[src/rtl/ahb_pkg.sv]
// Shared AHB encodings and the arbiter state type used by the bus arbiter,
// its interface and the data-phase muxes.
package ahb_pkg;

    localparam int AHB_TRANS_BITS = 2;
    localparam logic [AHB_TRANS_BITS-1:0] AHB_TRANS_IDLE   = 2'b00;
    localparam logic [AHB_TRANS_BITS-1:0] AHB_TRANS_BUSY   = 2'b01;
    localparam logic [AHB_TRANS_BITS-1:0] AHB_TRANS_NONSEQ = 2'b10;
    localparam logic [AHB_TRANS_BITS-1:0] AHB_TRANS_SEQ    = 2'b11;

    localparam int AHB_RESP_BITS = 2;
    localparam logic [AHB_RESP_BITS-1:0] AHB_RESP_OKAY  = 2'b00;
    localparam logic [AHB_RESP_BITS-1:0] AHB_RESP_ERROR = 2'b01;

    typedef enum logic [1:0] {
        ARB_PARK   = 2'd0,
        ARB_OWN    = 2'd1,
        ARB_LOCKED = 2'd2
    } arb_state_t;

endpackage

[src/rtl/ahb_bus_arbiter_if.sv]
// Arbitration signals between the masters/bus muxes and the AHB arbiter.
// The master modport is the arbiter's view: it drives grant and ownership.
interface ahb_bus_arbiter_if #(
    parameter int NUM_MASTERS = 4
);
    import ahb_pkg::*;

    localparam int MIDX_BITS = $clog2(NUM_MASTERS);

    logic [NUM_MASTERS-1:0]    HBUSREQ;
    logic [NUM_MASTERS-1:0]    HLOCK;
    logic [AHB_TRANS_BITS-1:0] HTRANS;
    logic                      HREADY;
    logic [NUM_MASTERS-1:0]    HGRANT;
    logic [MIDX_BITS-1:0]      HMASTER;
    logic                      HMASTLOCK;

    modport master (
        input  HBUSREQ,
        input  HLOCK,
        input  HTRANS,
        input  HREADY,
        output HGRANT,
        output HMASTER,
        output HMASTLOCK
    );

    modport slave (
        output HBUSREQ,
        output HLOCK,
        output HTRANS,
        output HREADY,
        input  HGRANT,
        input  HMASTER,
        input  HMASTLOCK
    );

endinterface

[src/rtl/rr_picker.sv]
// Combinational round-robin picker: first requester after i_ptr, wrapping,
// with i_ptr itself searched last so a sole requester keeps its slot.
module rr_picker #(
    parameter int N = 4
) (
    input  logic [N-1:0]         i_req,
    input  logic [$clog2(N)-1:0] i_ptr,
    output logic                 o_valid,
    output logic [$clog2(N)-1:0] o_idx
);
    localparam int IW = $clog2(N);

    logic [IW-1:0] w_cand;

    // Walk from farthest to nearest so the nearest requester overwrites last.
    always_comb begin
        o_valid = 1'b0;
        o_idx   = i_ptr;
        w_cand  = '0;
        for (int k = N; k >= 1; k--) begin
            w_cand = IW'((int'(i_ptr) + k) % N);
            if (i_req[w_cand]) begin
                o_valid = 1'b1;
                o_idx   = w_cand;
            end
        end
    end

endmodule

[src/rtl/ahb_bus_arbiter.sv]
// Round-robin AHB arbiter: registered one-hot grant, HMASTER/HMASTLOCK address
// pipeline, lock and burst holding, parking on DEFAULT_MASTER when idle.
module ahb_bus_arbiter
    import ahb_pkg::*;
#(
    parameter int NUM_MASTERS    = 4,
    parameter int DEFAULT_MASTER = 0
) (
    input  logic               HCLK,
    input  logic               HRESETn,
    ahb_bus_arbiter_if.master  bus,
    output logic [1:0]         o_state
);
    localparam int MIDX_BITS = $clog2(NUM_MASTERS);

    localparam logic [1:0] ST_PARK   = ARB_PARK;
    localparam logic [1:0] ST_OWN    = ARB_OWN;
    localparam logic [1:0] ST_LOCKED = ARB_LOCKED;

    localparam logic [MIDX_BITS-1:0]   DEF_IDX   = MIDX_BITS'(DEFAULT_MASTER);
    localparam logic [NUM_MASTERS-1:0] DEF_GRANT = NUM_MASTERS'(1) << DEFAULT_MASTER;

    logic [NUM_MASTERS-1:0] r_grant;
    logic [MIDX_BITS-1:0]   r_ptr;
    logic [1:0]             r_state;
    logic [MIDX_BITS-1:0]   r_hmaster;
    logic                   r_hmastlock;

    logic [MIDX_BITS-1:0]   w_gidx;
    logic                   w_owner_lock;
    logic                   w_hold;
    logic                   w_arb;
    logic                   w_pick_valid;
    logic [MIDX_BITS-1:0]   w_pick_idx;
    logic [MIDX_BITS-1:0]   w_win_idx;
    logic                   w_win_lock;
    logic [NUM_MASTERS-1:0] w_win_onehot;
    logic [1:0]             w_arb_state;
    logic [1:0]             w_next_state;

    always_comb begin
        w_gidx = '0;
        for (int i = 0; i < NUM_MASTERS; i++) begin
            if (r_grant[i]) w_gidx = MIDX_BITS'(i);
        end
    end

    // SEQ/BUSY keep a burst on the bus; handover waits for the next IDLE/NONSEQ.
    assign w_owner_lock = bus.HLOCK[w_gidx];
    assign w_hold       = w_owner_lock
                        | (bus.HTRANS == AHB_TRANS_SEQ)
                        | (bus.HTRANS == AHB_TRANS_BUSY);
    assign w_arb        = bus.HREADY & ~w_hold;

    rr_picker #(
        .N (NUM_MASTERS)
    ) u_rr_picker (
        .i_req   (bus.HBUSREQ),
        .i_ptr   (r_ptr),
        .o_valid (w_pick_valid),
        .o_idx   (w_pick_idx)
    );

    assign w_win_idx    = w_pick_valid ? w_pick_idx : DEF_IDX;
    assign w_win_lock   = bus.HLOCK[w_win_idx];
    assign w_win_onehot = NUM_MASTERS'(1) << w_win_idx;
    assign w_arb_state  = !w_pick_valid ? ST_PARK :
                          (w_win_lock ? ST_LOCKED : ST_OWN);

    always_comb begin
        w_next_state = r_state;
        case (r_state)
            ST_PARK: begin
                if (w_arb) w_next_state = w_arb_state;
            end
            ST_OWN: begin
                // A lock raised by the owner freezes arbitration via hold.
                if (w_arb) w_next_state = w_arb_state;
                else if (bus.HREADY && w_owner_lock) w_next_state = ST_LOCKED;
            end
            ST_LOCKED: begin
                if (w_arb) w_next_state = w_arb_state;
            end
            default: w_next_state = ST_PARK;
        endcase
    end

    always_ff @(posedge HCLK) begin
        if (!HRESETn) begin
            r_grant     <= DEF_GRANT;
            r_ptr       <= DEF_IDX;
            r_state     <= ST_PARK;
            r_hmaster   <= DEF_IDX;
            r_hmastlock <= 1'b0;
        end else begin
            r_state <= w_next_state;
            if (w_arb) begin
                r_grant <= w_win_onehot;
                if (w_pick_valid) r_ptr <= w_pick_idx;
            end
            if (bus.HREADY) begin
                r_hmaster   <= w_gidx;
                r_hmastlock <= w_owner_lock;
            end
        end
    end

    assign bus.HGRANT    = r_grant;
    assign bus.HMASTER   = r_hmaster;
    assign bus.HMASTLOCK = r_hmastlock;
    assign o_state       = r_state;

endmodule

[src/flat_wrapper.sv]
// flat-port wrapper written by rule: the top's interface ports become plain ports
module ahb_bus_arbiter_flat import ahb_pkg::*;
#(
    parameter int NUM_MASTERS    = 4,
    parameter int DEFAULT_MASTER = 0
)
  (HCLK, HRESETn, o_state, bus_HBUSREQ, bus_HLOCK, bus_HTRANS, bus_HREADY, bus_HGRANT, bus_HMASTER, bus_HMASTLOCK);
  ahb_bus_arbiter_if #(.NUM_MASTERS(NUM_MASTERS)) bus_i ();
  input  logic HCLK;
  input  logic HRESETn;
  output logic [1:0] o_state;
  input wire logic [$bits(bus_i.HBUSREQ)-1:0] bus_HBUSREQ;
  input wire logic [$bits(bus_i.HLOCK)-1:0] bus_HLOCK;
  input wire logic [$bits(bus_i.HTRANS)-1:0] bus_HTRANS;
  input wire logic [$bits(bus_i.HREADY)-1:0] bus_HREADY;
  output wire logic [$bits(bus_i.HGRANT)-1:0] bus_HGRANT;
  output wire logic [$bits(bus_i.HMASTER)-1:0] bus_HMASTER;
  output wire logic [$bits(bus_i.HMASTLOCK)-1:0] bus_HMASTLOCK;
  assign bus_i.HBUSREQ = bus_HBUSREQ;
  assign bus_i.HLOCK = bus_HLOCK;
  assign bus_i.HTRANS = bus_HTRANS;
  assign bus_i.HREADY = bus_HREADY;
  assign bus_HGRANT = bus_i.HGRANT;
  assign bus_HMASTER = bus_i.HMASTER;
  assign bus_HMASTLOCK = bus_i.HMASTLOCK;
  ahb_bus_arbiter #(.NUM_MASTERS(NUM_MASTERS), .DEFAULT_MASTER(DEFAULT_MASTER)) u_core (.HCLK(HCLK), .HRESETn(HRESETn), .bus(bus_i), .o_state(o_state));
endmodule
[config.mk]
export PLATFORM = sky130hd
export DESIGN_NAME = ahb_bus_arbiter_flat
export DESIGN_NICKNAME = d
export VERILOG_FILES = /design/src/rtl/ahb_pkg.sv /design/src/rtl/ahb_bus_arbiter_if.sv /design/src/rtl/rr_picker.sv /design/src/rtl/ahb_bus_arbiter.sv /design/src/flat_wrapper.sv
export SDC_FILE = /design/constraint.sdc
export NUM_CORES = 1
export LEC_CHECK = 0
export BUFFER_PORTS_ARGS = -buffer_cell sky130_fd_sc_hd__buf_2
export CAP_MARGIN = 20
export CORE_MARGIN = 4
export CORE_UTILIZATION = 48
export DETAILED_ROUTE_END_ITERATION = 6
export GPL_ROUTABILITY_DRIVEN = 1
export GPL_TIMING_DRIVEN = 0
export PLACE_DENSITY = 0.73
export SYNTH_ARGS = -nofsm -noshare
export SYNTH_HDL_FRONTEND = slang
export SYNTH_SLANG_ARGS = --single-unit
[constraint.sdc]
create_clock -name HCLK -period 1.7 [get_ports HCLK]
set_input_delay 0.085 -clock HCLK [delete_from_list [all_inputs] [get_ports HCLK]]
set_output_delay 0.085 -clock HCLK [all_outputs]
set_load 0.02 [all_outputs]
==> results summary, run 1 <==
The run finished with clean final reports. The vertical extent of the die came out at 46.5 microns. The cell family contributing the most delay on the critical path is compound AO/OA/AOI/OAI gates. The register bit count reported by yosys came out at 11. The count of buffers inserted at the top-level ports came out at 19.

The clock slew seen by the registers of the worst setup and hold paths came out at 0.08 ns. The worst path arrival time came out at 1.77 ns. The filler cells instantiated in the layout total 126.

The net count of the finished layout is 126. 0 antenna diodes ended up in the layout. The type of the worst setup path is reg -> reg. The time the final worst path needs with I/O delays and setup came out at 1.61 ns. The all-layer global routing usage came out at 0.172.

At the later pin of the worst-skew pair, clock insertion delay measures 0.27 ns. The synthesized netlist net count is 99. Counting the buffers created by CTS gives 3. The count of placed standard cells including taps is 120. Detailed placement finished with a half-perimeter wire length of 1230 microns. The number of ports placed on the die boundary came out at 22.

In this run the critical register-to-register path is captured at u_core.o_state[1]$_SDFFE_PN0P_. In this run the tightest slew margin relative to its limit is 0.332. The floorplan step set the die width to 46.5 microns.

Leaving out fill and tap cells, the most frequent cells in the layout are sky130_fd_sc_hd__buf_2 (19), sky130_fd_sc_hd__nand2_1 (11), sky130_fd_sc_hd__dfxtp_1 (9). The number of failing hold endpoints at the final stage is 0. The total of endpoints with negative setup slack in the final report came out at 0. The share of cells above drive strength 1 is 0.304. The first-pass GRT wire length is 2570 microns. In this run, the number of DRC markers left after iteration 0 of detailed routing was 23.

Along the worst hold path, the cell count comes to 2. The final weighted congestion in routability-driven placement is 0.822. The area share of the largest cell type after synthesis is 0.310. The maximum number of pins on one net before global-route repair is 11.

Summed over all layers, the global routing overflow is 0. The number of antenna violations at the first check in global routing is 0. The post-detailed-route wirelength per cell is 12.8 microns. The wire length reported by the detailed router is 1620 microns. The number of warnings printed during yosys synthesis came out at 0. The library cell used most frequently in the layout, excluding fill and tap cells, is sky130_fd_sc_hd__buf_2. Setup repair after global routing could not meet its margin everywhere. The number of buffers inserted for hold repair after clock tree synthesis came out at 0.

The number of unique standard cell types used by synthesis is 35. The number of max-slew violations in the final report is 0. In this run the most critical hold path is launched from HRESETn. Counting along the longest clock path gives a buffer depth of 2. On the worst path, the slowest cell contributes a delay of 0.36 ns. The required time at the endpoint of the critical path is 1.87 ns. For this run, the register share of the synthesized area comes to 0.310. The die footprint came out at 0.00216 sq mm. The cell with the largest stage delay on the worst path is sky130_fd_sc_hd__dfxtp_2. Static timing analysis puts the maximum clock frequency at 623 MHz. The tree is rooted in a sky130_fd_sc_hd__clkbuf_4.

The number of violations of the max-capacitance limit is 0. The startpoint class of the critical path is a flip-flop. The starting density of the core came out at 0.526.

The synthesized design spends more area on one cell type than any other, namely sky130_fd_sc_hd__dfxtp_1. The nature of the critical path endpoint is a flip-flop. For this design, the sink count on the clock tree is 11. In the routed layout, each cell is associated on average with a via count of 5.64.

The area growth from synthesis to layout is 23.2%. The reg2reg setup slack is 0.09 ns. The biggest fanout along the worst timing path is 7. The number of rows created at floorplan came out at 13.

The worst-case IR drop observed on VDD is 516 uV. The number of optimization iterations in the first detailed-route pass came out at 4. The mean post-synth cell area is 8.26 sq um. The core area is 0.00135 sq mm. After synthesis, the cell types taking the most area are sky130_fd_sc_hd__dfxtp_1 (31%), sky130_fd_sc_hd__nand2_1 (5.8%), sky130_fd_sc_hd__o21ai_0 (4.9%). The number of buffer and inverter instances along the worst setup path is 0. The worst hold path terminates at u_core.bus.HGRANT[1]$_SDFFE_PN0P_. TritonCTS built the clock tree. The classification of the worst-slack hold path is in -> reg. The antenna violation net count after detailed routing is 0. The critical path goes through nand2b_4 -> a311oi_4 -> and2b_1 -> a221oi_2 -> o311a_1.

In the finished design, the share of the clock period the worst path needs comes to 0.944. Hold is met by 0.0808 ns. The combined area of all synthesized cells came out at 711 sq um. The depth of the worst register-to-register path came out at 5. The final instance count without filler cells is 127. The number of instances in the synthesized netlist is 86. At the pin with the least slew margin, the transition time is 0.994 ns. The static power due to leakage came out at 0.382 nW. The critical register-to-register path startpoint is u_core.r_ptr[0]$_SDFFE_PN0P_. The DRC violation count after routing came out at 0.

The total number of vias is 716. The via count of the first global-routing pass came out at 584. The worst clock skew on the final layout came out at 0.00711 ns. For this design the ratio of total power to cell area is 728 mW/mm^2. The level count of the clock H-tree came out at 1.
-- logic make-up after synthesis --
family	synth area share
AOI/OAI and AO/OA	0.340
and+or+nand+nor	0.301
DFF	0.310
muxes	0.0282
buffers and inverters	0.0211
-- worst max path at each step --
stage	start	end	slack, ns	cells after the start
after floorplan	u_core.r_ptr[1]$_SDFFE_PN0P_	u_core.o_state[1]$_SDFFE_PN0P_	0.12	5
final	u_core.r_ptr[0]$_SDFFE_PN0P_	u_core.o_state[1]$_SDFFE_PN0P_	0.09	5
after global placement	u_core.r_ptr[1]$_SDFFE_PN0P_	u_core.o_state[1]$_SDFFE_PN0P_	-0.02	5
after CTS	u_core.r_ptr[0]$_SDFFE_PN0P_	u_core.o_state[1]$_SDFFE_PN0P_	0.0006	5
after global routing	u_core.bus.HGRANT[2]$_SDFFE_PN0P_	u_core.r_ptr[1]$_SDFFE_PN0P_	-0.009	5
after detailed placement	u_core.r_ptr[1]$_SDFFE_PN0P_	u_core.o_state[1]$_SDFFE_PN0P_	-0.04	5
-- stage by stage --
stage | utilization | instance area (sq um) | TNS [ns] | setup WS, ns | power, mW
6_report | 0.649 | 876 | 0 | 0.0948 | 0.638
5_1_grt | 0.649 | 876 | -0.00897 | -0.00897 | 0.676
4_1_cts | 0.631 | 852 | 0 | 0.000601 | 0.633
3_5_place_dp | 0.611 | 825 | -0.0529 | -0.0351 | 0.447
3_3_place_gp | 0.611 | 825 | -0.0253 | -0.0226 | 0.445
2_1_floorplan | - | 711 | 0 | 0.119 | 0.401
-- state kept, by name (all words and copies together) (netlist names) --
register              flops
u_core.bus.HGRANT         4
u_core.o_state            2
u_core.r_ptr              2
u_core.bus.HMASTER        2
u_core.bus.HMASTLOCK      1
-- cell usage after synthesis, drive strengths merged --
| library cell | count |
|---|---|
| or2 | 1 |
| a211oi | 1 |
| o211a | 1 |
| a21oi | 6 |
| inv | 2 |
| nor2b | 4 |
| o21bai | 1 |
| nor2 | 6 |
| o311a | 1 |
| a211o | 1 |
| dfxtp | 11 |
| nor4 | 1 |
| nand3 | 4 |
| and2b | 1 |
| o21ai | 7 |
| o311ai | 1 |
| a221oi | 1 |
| a21bo | 1 |
| a31oi | 1 |
| clkbuf | 2 |
| and2 | 1 |
| a21boi | 4 |
| nand2 | 11 |
| a311oi | 1 |
| and3 | 1 |
| mux2i | 2 |
| nor3 | 1 |
| nand2b | 5 |
| a21o | 1 |
| o31ai | 1 |
| o22ai | 1 |
| nor3b | 2 |
| nand3b | 1 |
-- area by class of cell --
| cell class | instances | area [sq um] | area share |
|---|---|---|---|
| plain buffers | 2 | 7.51 | 0.00857 |
| repair buffers | 22 | 118 | 0.134 |
| inverters | 2 | 7.51 | 0.00857 |
| clock buffers | 4 | 26.3 | 0.0300 |
| well taps | 15 | 18.8 | 0.0214 |
| flip-flops and latches | 11 | 223 | 0.254 |
| multi-input cells | 71 | 475 | 0.543 |
-- worst register-to-register path, stage by stage (launching register included) --
cell and delay (ns):
sky130_fd_sc_hd__dfxtp_2 0.36, sky130_fd_sc_hd__nand2b_4 0.17, sky130_fd_sc_hd__a311oi_4 0.34, sky130_fd_sc_hd__and2b_1 0.19, sky130_fd_sc_hd__a221oi_2 0.08, sky130_fd_sc_hd__o311a_1 0.35
-- routing by layer --
metal,track usage,up-vias,part of all wire
li1,-,365,-
met1,0.233,320,0.45
met2,0.250,27,0.45
met3,0.0391,4,0.076
met4,0.0852,0,0.016
met5,0,-,0
-- report_power, final --
part / leakage [nW] / internal (mW) / switching (mW)
logic: 0.276 / 0.0779 / 0.0924
clock network: 0.0150 / 0.0910 / 0.0928
registers: 0.0907 / 0.272 / 0.0121
-- what timing repair did --
item	4_1_cts	5_1_grt
resized for setup	1	2
setup buffers	0	3
endpoints found under the setup margin	1	4
pin swaps	1	1
Power figures use the tool's default switching activity.
==> inputs of run 2 (changes only) <==
- RECOVER_POWER: default -> 25
==> results summary, run 2 (synthesis results as in run 1) <==
The TritonCTS clock tree was done (unchanged). Setup repair after global routing missed its margin: yes (unchanged). The net total in the final layout is 126 (unchanged). The starting density of the core came to 0.526 (unchanged).

The required time at the endpoint of the critical path came out at 1.87 ns (about the same). The count of placed standard cells including taps came out at 120 (unchanged). The clock sink total was 11 (unchanged). The fill cell instance count of the final layout came out at 127 (was 126).

The post-detailed-route wirelength per cell came out at 12.8 microns (about the same). The number of optimization iterations in the first detailed-route pass is 4 (unchanged). The core area is 0.00135 sq mm (unchanged). The count of buffers inserted at the top-level ports is 19 (unchanged). The setup slack at placement is -0.0351 ns (unchanged). The number of antenna violations at the first check in global routing is 0 (unchanged). The first-pass GRT wire length is 2570 microns (unchanged). The vertical extent of the die is 46.5 microns (unchanged). The all-layer global routing usage came to 0.172 (unchanged). The time the final worst path needs with I/O delays and setup is 1.61 ns (unchanged). The biggest fanout along the worst timing path came out at 7 (unchanged). The area added between synthesis and finish was 22.9% (was 23.2%).

The most common cell after layout, fill and taps aside is sky130_fd_sc_hd__buf_2 (unchanged). The met2 routing resource usage after global routing came out at 0.250 (unchanged). The number of failing hold endpoints at the final stage is 0 (unchanged). The maximum achievable frequency came out at 623 MHz (unchanged). The worst hold slack across all endpoints is 0.0808 ns (unchanged).

The antenna violation net count after detailed routing came out at 0 (unchanged). The reg2reg setup slack is 0.09 ns (about the same). The worst setup slack after layout came out at 0.0948 ns (unchanged). The worst clock skew on the final layout came out at 0.00725 ns (was 0.00711 ns). The met1 capacity usage during global routing came to 0.233 (unchanged).

The clock root buffer is sky130_fd_sc_hd__clkbuf_4 (unchanged). The critical register-to-register path startpoint is u_core.r_ptr[0]$_SDFFE_PN0P_ (unchanged). Commonest cells after routing, fill and taps aside: sky130_fd_sc_hd__buf_2 (17), sky130_fd_sc_hd__nand2_1 (11), sky130_fd_sc_hd__dfxtp_1 (9) (was sky130_fd_sc_hd__buf_2 (19), sky130_fd_sc_hd__nand2_1 (11), sky130_fd_sc_hd__dfxtp_1 (9)). The source of the critical timing path was u_core.r_ptr[0]$_SDFFE_PN0P_ (unchanged). The level count of the clock H-tree was 1 (unchanged). The number of rows created at floorplan is 13 (unchanged). The DRC violation count after routing was 0 (unchanged). The static power due to leakage is 0.376 nW (was 0.382 nW).

The routing layer with the top usage in global route was met2 (unchanged). The flip-flop count of the largest register after layout came out at 4 (unchanged). The share of cells above drive strength 1 came out at 0.286 (was 0.304). The worst IR drop on VDD is 516 uV (unchanged). The final instance count without filler cells is 127 (unchanged). The final period utilization is 0.944 (unchanged).

The insertion delay of the later-clocked pin in the worst-skew pair is 0.27 ns (about the same). The final weighted congestion in routability-driven placement was 0.822 (unchanged). The die span in x is 46.5 microns (unchanged). The maximum clock path buffer count is 2 (unchanged). The antenna diode count came out at 0 (unchanged).

The number of clock buffers inserted by TritonCTS came out at 3 (unchanged). The total power divided by cell area is 729 mW/mm^2 (was 728 mW/mm^2). The number of violations of the max-capacitance limit came out at 0 (unchanged).

The startpoint class of the critical path is a flip-flop (unchanged). The number of max-slew violations in the final report is 0 (unchanged). Outcome: finished, final reports clean (unchanged). The post-detailed-route via-to-cell ratio is 5.64 (unchanged). The transition at the pin with the smallest max-transition slack came out at 0.994 ns (unchanged).

The number of ports placed on the die boundary is 22 (unchanged). The worst path arrival time came out at 1.77 ns (about the same). The total of endpoints with negative setup slack in the final report is 0 (unchanged). The depth of the worst register-to-register path was 5 (unchanged).

The met3 global-route usage is 0.0391 (unchanged). The type of the worst setup path was reg -> reg (unchanged). The detailed router's first-iteration violation count is 23 (unchanged). The classification of the worst-slack hold path is in -> reg (unchanged).

The total global routing overflow is 0 (unchanged). The maximum number of pins on one net before global-route repair is 11 (unchanged). The wire length reported by the detailed router is 1620 microns (about the same).

The nature of the critical path endpoint is a flip-flop (unchanged). The total number of vias is 716 (unchanged). The critical register-to-register path endpoint is u_core.o_state[1]$_SDFFE_PN0P_ (unchanged). The die footprint was 0.00216 sq mm (unchanged).

The max-slew headroom at the worst pin is 0.332 (unchanged). The setup TNS after final layout is 0 ns (unchanged). The capture point of the worst path was u_core.o_state[1]$_SDFFE_PN0P_ (unchanged).

The detailed-placement wirelength estimate came out at 1230 microns (unchanged). The via count of the first global-routing pass came out at 584 (unchanged). The clock slew seen by the registers of the worst setup and hold paths came to 0.08 ns (about the same).
run 2: worst min-delay path by stage:
stage	startpoint	end	slack [ns]	cells past startpoint
2_1_floorplan	HRESETn	u_core.o_state[0]$_SDFFE_PN0P_	0.24	2
3_3_place_gp	HRESETn	u_core.bus.HGRANT[1]$_SDFFE_PN0P_	0.37	2
3_5_place_dp	HRESETn	u_core.bus.HGRANT[1]$_SDFFE_PN0P_	0.37	2
4_1_cts	HRESETn	u_core.bus.HGRANT[1]$_SDFFE_PN0P_	0.08	2
5_1_grt	HRESETn	u_core.bus.HGRANT[1]$_SDFFE_PN0P_	0.08	2
6_report	HRESETn	u_core.bus.HGRANT[1]$_SDFFE_PN0P_	0.08	2
run 2: area by class of cell:
class / instances / area [sq um] / area share
multi-input combinational: 71 / 475 / 0.544
sequential: 11 / 223 / 0.255
timing repair buffer: 22 / 115 / 0.132
buffer: 2 / 7.51 / 0.00860
inverter: 2 / 7.51 / 0.00860
tap: 15 / 18.8 / 0.0215
clock buffer: 4 / 26.3 / 0.0301
run 2: metrics by stage:
stage | power, mW | instance area, sq um | util
finish | 0.637 | 873 | 0.647
floorplan | 0.401 | 711 | -
CTS | 0.633 | 852 | 0.631
global route | 0.675 | 873 | 0.647
detailed placement | 0.447 | 825 | 0.611
global placement | 0.445 | 825 | 0.611
run 2: report_power, final:
part           switching (mW)  internal (mW)  leakage (nW)
registers              0.0122          0.272        0.0907
clock network          0.0927         0.0910        0.0150
logic                  0.0924         0.0771         0.270
run 2: critical path, stage by stage, from the launching register on:
cell,delay (ns)
sky130_fd_sc_hd__dfxtp_2,0.36
sky130_fd_sc_hd__nand2b_4,0.17
sky130_fd_sc_hd__a311oi_4,0.34
sky130_fd_sc_hd__and2b_1,0.19
sky130_fd_sc_hd__a221oi_2,0.08
sky130_fd_sc_hd__o311a_1,0.35
run 2: per-layer routing:
layer / vias to the layer above / part of all wire
li1: 365 / -
met1: 320 / 0.45
met2: 27 / 0.45
met3: 4 / 0.075
met4: 0 / 0.016
met5: - / 0
run 2: what timing repair did:
action                                  4_1_cts  5_1_grt
pin swaps                                     1        1
setup buffers                                 0        3
hold buffers                                  0        0
gates resized for setup                       1        2
endpoints found under the setup margin        1        4
==> inputs of run 3 (changes only) <==
- CORE_UTILIZATION: 48 -> 52
- PLACE_DENSITY: 0.73 -> 0.78
- clock period: 1.7 -> 1.9 ns (I/O delays scaled with it)
==> results summary, run 3 (synthesis results as in run 1) <==
The max-slew headroom at the worst pin is 0.379 (was 0.332). The area added between synthesis and finish came to 19.2% (was 22.9%). The startpoint class of the critical path is a flip-flop (unchanged). The reg2reg setup slack is 0.13 ns (was 0.09 ns).

Critical-path cell list: nor3b_2 -> a311oi_4 -> and2b_1 -> a221oi_2 -> o311a_1 (was nand2b_4 -> a311oi_4 -> and2b_1 -> a221oi_2 -> o311a_1). The net total in the final layout is 123 (was 126). The all-layer global routing usage came out at 0.182 (was 0.172). The worst clock skew on the final layout is 0.000554 ns (was 0.00725 ns). The first-pass GRT wire length came out at 2730 microns (was 2570 microns). The number of antenna violations at the first check in global routing is 0 (unchanged). The total of endpoints with negative setup slack in the final report is 0 (unchanged). The level count of the clock H-tree came out at 1 (unchanged). The classification of the worst-slack hold path is in -> reg (unchanged). The via count of the first global-routing pass is 651 (was 584).

The setup TNS after final layout is 0 ns (unchanged). The number of buffers inserted for hold repair after clock tree synthesis came out at 0 (unchanged). The maximum number of pins on one net before global-route repair is 11 (unchanged).

Outcome: finished, final reports clean (unchanged). The number of ports placed on the die boundary is 22 (unchanged). The total power divided by cell area is 661 mW/mm^2 (was 729 mW/mm^2).

The antenna diode count came out at 0 (unchanged). The instance count along the most critical hold path was 2 (unchanged). The total number of vias came out at 703 (was 716). The clock root buffer is sky130_fd_sc_hd__clkbuf_4 (unchanged). The clock sink total came to 11 (unchanged). The type of the worst setup path is reg -> reg (unchanged). The wire length reported by the detailed router is 1630 microns (was 1620 microns). The number of optimization iterations in the first detailed-route pass was 4 (unchanged).

The die span in x came out at 45.0 microns (was 46.5 microns). The antenna violation net count after detailed routing came out at 0 (unchanged). The detailed router's first-iteration violation count came out at 15 (was 23). The transition at the pin with the smallest max-transition slack came to 0.922 ns (was 0.994 ns). The number of failing hold endpoints at the final stage came out at 0 (unchanged). The maximum clock path buffer count came out at 2 (unchanged). The number of gates resized after cts came out at 0 (was 1). The die footprint is 0.00202 sq mm (was 0.00216 sq mm).

The number of rows created at floorplan came out at 13 (unchanged). The number of violations of the max-capacitance limit is 0 (unchanged). The clock slew seen by the registers of the worst setup and hold paths came out at 0.07 ns (was 0.08 ns). The number of max-slew violations in the final report came out at 0 (unchanged). The nature of the critical path endpoint was a flip-flop (unchanged). The cell with the largest stage delay on the worst path is sky130_fd_sc_hd__dfxtp_1 (was sky130_fd_sc_hd__dfxtp_2).

The post-detailed-route wirelength per cell came out at 13.1 microns (was 12.8 microns). The insertion delay of the later-clocked pin in the worst-skew pair came out at 0.27 ns (about the same). The starting density of the core came out at 0.546 (was 0.526). The final weighted congestion in routability-driven placement is 0.781 (was 0.822).

The most common cell after layout, fill and taps aside is sky130_fd_sc_hd__buf_2 (unchanged). The time the final worst path needs with I/O delays and setup came out at 1.77 ns (was 1.61 ns). The static power due to leakage was 0.356 nW (was 0.376 nW).

The share of cells above drive strength 1 was 0.239 (was 0.286). The count of buffers added by post-CTS timing repair for setup came out at 0 (unchanged). The longest individual stage delay on the worst path is 0.51 ns (was 0.36 ns).

The detailed-placement wirelength estimate came out at 1270 microns (was 1230 microns). The TritonCTS clock tree is done (unchanged). The vertical extent of the die came to 45.0 microns (was 46.5 microns). The final period utilization is 0.931 (was 0.944). The depth of the worst register-to-register path was 5 (unchanged). The critical register-to-register path startpoint is u_core.r_ptr[1]$_SDFFE_PN0P_ (was u_core.r_ptr[0]$_SDFFE_PN0P_).

The worst IR drop on VDD is 473 uV (was 516 uV). The count of buffers inserted at the top-level ports came to 19 (unchanged). The total global routing overflow was 0 (unchanged). The cell area reported after detailed placement came to 825 sq um (unchanged). The core area was 0.00130 sq mm (was 0.00135 sq mm). The post-detailed-route via-to-cell ratio came to 5.67 (was 5.64).

The biggest fanout along the worst timing path is 8 (was 7). The critical register-to-register path endpoint is u_core.o_state[1]$_SDFFE_PN0P_ (unchanged). Commonest cells after routing, fill and taps aside: sky130_fd_sc_hd__buf_2 (16), sky130_fd_sc_hd__nand2_1 (11), sky130_fd_sc_hd__dfxtp_1 (11) (was sky130_fd_sc_hd__buf_2 (17), sky130_fd_sc_hd__nand2_1 (11), sky130_fd_sc_hd__dfxtp_1 (9)). The beginning of the worst hold path was HRESETn (unchanged). The number of clock buffers inserted by TritonCTS is 3 (unchanged). The maximum achievable frequency was 565 MHz (was 623 MHz). The post-layout utilization of the core is 0.651 (was 0.647). Setup repair after global routing missed its margin: no (was yes).

The required time at the endpoint of the critical path was 2.06 ns (was 1.87 ns). The post-route standard cell area excluding fillers came out at 847 sq um (was 873 sq um). The flip-flop count of the largest register after layout is 4 (unchanged). The worst path arrival time is 1.93 ns (was 1.77 ns). The DRC violation count after routing is 0 (unchanged). The sink of the worst hold path is u_core.bus.HGRANT[1]$_SDFFE_PN0P_ (unchanged).
## run 3: cell types whose count changed in the layout (fill, tap and decap cells not counted)
cell and delta:
sky130_fd_sc_hd__dfxtp_1 +2, sky130_fd_sc_hd__buf_2 -1, sky130_fd_sc_hd__o311ai_0 +1, sky130_fd_sc_hd__o311ai_1 -1
sky130_fd_sc_hd__dfxtp_2 -2, sky130_fd_sc_hd__clkbuf_1 +1, sky130_fd_sc_hd__buf_4 -3
## run 3: worst max-delay path by stage
stage	start	end	slack, ns	depth (start not counted)
2_1_floorplan	u_core.r_ptr[1]$_SDFFE_PN0P_	u_core.o_state[1]$_SDFFE_PN0P_	0.32	5
3_3_place_gp	u_core.r_ptr[1]$_SDFFE_PN0P_	u_core.o_state[1]$_SDFFE_PN0P_	0.18	5
3_5_place_dp	u_core.r_ptr[1]$_SDFFE_PN0P_	u_core.o_state[1]$_SDFFE_PN0P_	0.18	5
4_1_cts	u_core.r_ptr[1]$_SDFFE_PN0P_	u_core.o_state[1]$_SDFFE_PN0P_	0.15	5
5_1_grt	u_core.r_ptr[1]$_SDFFE_PN0P_	u_core.o_state[1]$_SDFFE_PN0P_	0.04	5
6_report	u_core.r_ptr[1]$_SDFFE_PN0P_	u_core.o_state[1]$_SDFFE_PN0P_	0.13	5
## run 3: layout make-up
cell class / count / area [sq um]
multi-input combinational: 71 / 475
fill: 127 / 454
sequential: 11 / 220
timing repair buffer: 19 / 91.3
clock buffer: 4 / 26.3
tap: 15 / 18.8
buffer: 2 / 7.51
inverter: 2 / 7.51
## run 3: worst max-delay path, delay by kind of cell (launching register included)
kind | cells | cell delay (ns)
flops | 1 | 0.51
compound gates | 3 | 0.83
simple gates | 2 | 0.32
## run 3: per-layer routing
metal / global-route usage / routed length (microns)
met1: 0.235 / 732
met2: 0.285 / 802
met3: 0.0637 / 82
met4: 0.0526 / 11
met5: 0 / 0
## run 3: power by group
| part | internal, mW | switching, mW | leakage, nW | total (mW) |
|---|---|---|---|---|
| clock | 0.0813 | 0.0822 | 0.0150 | 0.164 |
| combinational | 0.0611 | 0.0816 | 0.251 | 0.143 |
| sequential | 0.242 | 0.0112 | 0.0898 | 0.254 |
| total | 0.385 | 0.175 | 0.356 | 0.560 |
## run 3: per-stage QoR
step | std cells | power (mW) | hold slack (ns) | worst slack, ns
after CTS | 124 | 0.561 | 0.0954 | 0.152
after floorplan | 86 | 0.358 | 0.246 | 0.319
final | 124 | 0.560 | 0.0985 | 0.131
after detailed placement | 120 | 0.402 | 0.381 | 0.176
after global placement | 120 | 0.398 | 0.380 | 0.183
after global routing | 124 | 0.590 | 0.106 | 0.0434
